$ cat config.mk
export PLATFORM = sky130hd
export DESIGN_NAME = monobit_stream_gen
export DESIGN_NICKNAME = d
export VERILOG_FILES = /design/src/rtl/monobit_stream_gen.sv
export SDC_FILE = /design/constraint.sdc
export NUM_CORES = 1
export LEC_CHECK = 0
export BUFFER_PORTS_ARGS = -buffer_cell sky130_fd_sc_hd__clkbuf_2
export CAP_MARGIN = 15
export CORE_MARGIN = 2
export CORE_UTILIZATION = 40
export DETAILED_ROUTE_END_ITERATION = 10
export PLACE_DENSITY_LB_ADDON = 0.25
export SETUP_SLACK_MARGIN = 0.5
export SYNTH_ARGS = -nofsm -noshare
export SYNTH_HDL_FRONTEND = slang
export SYNTH_SLANG_ARGS = --single-unit
$ cat constraint.sdc
create_clock -name clk -period 2.9 [get_ports clk]
set_clock_uncertainty 0.1 [all_clocks]
set_input_delay 0.435 -clock clk [delete_from_list [all_inputs] [get_ports clk]]
set_output_delay 0.435 -clock clk [all_outputs]
set_load 0.03 [all_outputs]
$ cat src/rtl/monobit_stream_gen.sv
// Framed serial bit-stream source for monobit test input: LFSR / all-ones /
// alternating / biased patterns over valid-ready with last-bit framing and a ones count.
module monobit_stream_gen #(
    parameter int unsigned BLOCK_LEN = 128,
    parameter logic [31:0] LFSR_SEED = 32'hACE1_2468
) (
    input  logic                               clk,
    input  logic                               rst_n,
    input  logic                               ena,
    input  logic                               start,
    input  logic [1:0]                         mode,
    input  logic [3:0]                         bias,
    output logic                               bit_out,
    output logic                               bit_valid,
    input  logic                               bit_ready,
    output logic                               bit_last,
    output logic                               busy,
    output logic                               done,
    output logic [$clog2(BLOCK_LEN+1)-1:0]     ones_count
);

    localparam int unsigned CW       = $clog2(BLOCK_LEN + 1);
    localparam int unsigned IW       = $clog2(BLOCK_LEN);
    localparam logic [31:0] SEED     = (LFSR_SEED == '0) ? 32'h1 : LFSR_SEED;
    localparam logic [31:0] TAPS     = 32'h8020_0003;
    localparam logic [IW-1:0] LAST_IDX = IW'(BLOCK_LEN - 1);

    typedef enum logic [1:0] {IDLE, RUN, DONE} state_t;

    state_t          r_state;
    state_t          w_next_state;
    logic [31:0]     r_lfsr;
    logic [IW-1:0]   r_idx;
    logic [CW-1:0]   r_ones;
    logic [1:0]      r_mode;
    logic [3:0]      r_bias;
    logic            r_phase;

    logic            w_start;
    logic            w_xfer;
    logic            w_is_last;
    logic            w_bit;
    logic [31:0]     w_lfsr_next;

    assign w_start     = ena & start & (r_state == IDLE);
    assign w_xfer      = ena & bit_ready & (r_state == RUN);
    assign w_is_last   = (r_idx == LAST_IDX);
    assign w_lfsr_next = {1'b0, r_lfsr[31:1]} ^ (r_lfsr[0] ? TAPS : '0);
    assign ones_count  = r_ones;

    always_ff @(posedge clk or negedge rst_n) begin
        if (!rst_n) begin
            r_state <= IDLE;
        end else begin
            r_state <= w_next_state;
        end
    end

    always_comb begin
        w_next_state = r_state;
        if (ena) begin
            case (r_state)
                IDLE:    if (start) w_next_state = RUN;
                RUN:     if (bit_ready && w_is_last) w_next_state = DONE;
                DONE:    w_next_state = IDLE;
                default: w_next_state = IDLE;
            endcase
        end
    end

    always_comb begin
        w_bit = 1'b0;
        case (r_mode)
            2'b00:   w_bit = r_lfsr[0];
            2'b01:   w_bit = 1'b1;
            2'b10:   w_bit = r_phase;
            default: w_bit = (r_lfsr[3:0] < r_bias);
        endcase
    end

    // Outputs decode only registered state, so bit_ready never reaches bit_valid.
    always_comb begin
        bit_valid = (r_state == RUN);
        bit_out   = (r_state == RUN) & w_bit;
        bit_last  = (r_state == RUN) & w_is_last;
        busy      = (r_state == RUN) | (r_state == DONE);
        done      = (r_state == DONE);
    end

    always_ff @(posedge clk or negedge rst_n) begin
        if (!rst_n) begin
            r_lfsr  <= SEED;
            r_idx   <= '0;
            r_ones  <= '0;
            r_mode  <= '0;
            r_bias  <= '0;
            r_phase <= 1'b1;
        end else if (w_start) begin
            r_idx   <= '0;
            r_ones  <= '0;
            r_mode  <= mode;
            r_bias  <= bias;
            r_phase <= 1'b1;
        end else if (w_xfer) begin
            r_idx   <= r_idx + IW'(1);
            r_ones  <= r_ones + CW'(w_bit);
            r_lfsr  <= w_lfsr_next;
            r_phase <= ~r_phase;
        end
    end

endmodule

==> results.cfg <==
[sta]
hold_viol_final = 0
setup_ws_ns = 0.574
rsz0062_at_grt = true
period_minus_slack_ns = 2.33
fmax_mhz = 430
worst_pin_slew_ns = 0.703
fin_setup_tns_ns = 0
drv_slew = 0
slew_headroom = 0.532
setup_viol = 0
min_period_over_period = 0.802

[clocking]
cts-buffers-inserted = 5
cts_tree = built
clk_pin_slew_worst_paths_ns = 0.10
clockBufferDepth = 2
post_cts_buffers = 0
clock_latency_ns = 0.31
htreeDepth = 2
clock_sinks = 56
cts_root_buf = clkbuf_8

[detailed_routing]
drcViolationCount = 0
drt_wl_total_mm = 4.46
antenna_left = 0
avgViaCountPerCell = 4.85
wire_per_inst_um = 12.3
dr.pass1.iters = 4
drt_iter0_drc = 89
num_vias = 1756

[power_and_ir_drop]
powerDensity_nw_per_um2 = 689
p_leak_nw = 1.38
ir_worst_vdd_mv = 0.367

[die]
initial_core_util = 0.419
fp.dieH_um = 83.2
die-area_um2 = 6930
core_area_um2 = 5990
chipWidth_um = 83.2
ios = 24
rows = 28

[run]
cap_violations = 0

[cells_and_area]
drive_gt1_frac = 0.213
layout_commonest_cell = nand2_1
n_antenna_cell = 0
final_cell_mix = 107 x nand2_1, 42 x dfrtp_1, 22 x clkbuf_2, 14 x dfstp_2, 9 x nor2_1
fin_nets = 307
areaGrowthSynthToFinish_pct = 11.7
fillers = 577

[critical_path]
critPathLaunchType = flip-flop
crit_end = ones_count[4]
path_max_fanout = 3
reg2regPathDepth = 9
r2r_start = r_lfsr[3]
crit_type = reg2reg
r2r_setup_slack_ns = 0.57
cp-startpoint = r_lfsr[3]
worstSetupEndpointType = flip-flop
crit_arrival_ns = 2.47
timing.rr.end = ones_count[4]
crit_required_ns = 3.04

[synth]
synth.net_count = 285
netlist_area_um2 = 2510
synth.avg_cell_area_um2 = 9.51
ys_types = 35
seq_area_frac_synth = 0.565
synth-seq-cells = 56
ys.warnings.count = 0
netlist_instances = 264

[global_routing]
grt_pass1_vias = 1641
grt_max_degree = 57
antenna_found_initial = 0
grt_pass1_wl_mm = 7.77
grt_overflow_total = 0
grt_usage = 0.138

[worst_hold_path]
hold_class = in2async

[place]
portBuffers = 23
post-place-ws_ns = 0.577
place_congestion = 0.720
hpwl_mm = 2.84

[run_status]
status = finished clean
[metrics by stage]
stage / cells / cell area, µm² / hold slack, ns / total power, W / utilization
after floorplan: 264 / 2510 / 0.0394 / 0.00134 / -
after global placement: 354 / 2690 / 0.341 / 0.00148 / 0.448
after detailed placement: 354 / 2690 / 0.343 / 0.00149 / 0.448
after CTS: 362 / 2790 / 0.176 / 0.00195 / 0.465
after global routing: 362 / 2810 / 0.203 / 0.00208 / 0.468
final: 362 / 2810 / 0.135 / 0.00193 / 0.468
[cell usage after synthesis]
cell type,number,area [µm²]
nand4_1,1,6.26
a21oi_2,1,8.76
xnor2_1,7,61.3
dfrtp_1,42,1050
nor3b_1,1,7.51
and3_1,2,12.5
nand3_2,1,10.0
ha_1,10,125
nor4_1,1,6.26
dfstp_2,14,368
buf_4,2,15.0
a21o_1,1,7.51
a22o_1,3,26.3
mux2_1,1,11.3
or3_1,3,18.8
mux2_2,4,45.0
clkbuf_1,2,7.51
nand2b_1,3,18.8
xor2_1,1,8.76
o21ai_0,6,30.0
nor2_1,9,33.8
buf_2,7,35.0
a31oi_1,3,18.8
o22a_1,1,8.76
o22ai_1,1,6.26
a21boi_1,1,7.51
nand2_1,107,402
nand2_2,1,6.26
a41oi_1,2,17.5
nor3_1,4,20.0
nor4_2,1,12.5
nand3_1,4,20.0
o21ai_1,4,20.0
inv_1,6,22.5
a21oi_1,7,35.0
[cell type report]
type                    count  area, µm²  area share
clock inverters             1       7.51     0.00268
multi-input cells         191       1040       0.369
well taps                  75       93.8      0.0335
clock buffers               7       86.3      0.0308
flip-flops and latches     56       1420       0.506
inverters                   6       22.5     0.00803
repair buffers             26        140      0.0500
[where the power goes]
part,internal [W],switching [W],total [W],leakage [nW]
Combinational,0.000187,0.000336,0.000522,0.624
Clock,0.000195,0.000252,0.000447,0.0445
Sequential,0.000881,0.0000823,0.000963,0.714
Total,0.00126,0.000670,0.00193,1.38
[flip-flops by register name, indices dropped and copies added (netlist names)]
register,flops
r_state,2
r_idx,7
ones_count,8
r_lfsr,32
r_phase,1
r_mode,2
r_bias,4
[kinds of logic after synthesis]
group / share of synthesized area
buf+inv: 0.0319
mux: 0.0224
fa+ha+maj: 0.0498
simple gates: 0.229
flops: 0.565
compound gates: 0.0742
xor+xnor: 0.0279
[how the worst min path moves through the flow]
| stage | endpoint | startpoint |
|---|---|---|
| final | r_idx[6] | rst_n |
| after global routing | r_idx[1] | rst_n |
| after CTS | r_idx[1] | rst_n |
| after detailed placement | r_lfsr[26] | r_lfsr[27] |
| after global placement | r_lfsr[26] | r_lfsr[27] |
| after floorplan | ones_count[0] | rst_n |
[routing by layer]
layer / vias up / GRT usage / share of wire
li1: 904 / - / -
met1: 826 / 0.197 / 0.52
met2: 20 / 0.209 / 0.43
met3: 6 / 0.0318 / 0.032
met4: 0 / 0.0447 / 0.015
met5: - / 0 / 0
[critical path, cell delays in order, from the launching register on]
cell	delay (ns)
dfstp_2	0.55
ha_1	0.25
a21oi_2	0.16
o22ai_1	0.11
nor2_1	0.13
ha_2	0.21
ha_2	0.19
nand3_2	0.09
or3_1	0.32
a21oi_1	0.14
[repair_timing]
item                                    in CTS  in global routing
hold buffers                                 0                  0
gates resized for setup                      2                  6
pin swaps                                    0                  3
endpoints found under the setup margin       1                  5
(Power assumes the default switching activity.)
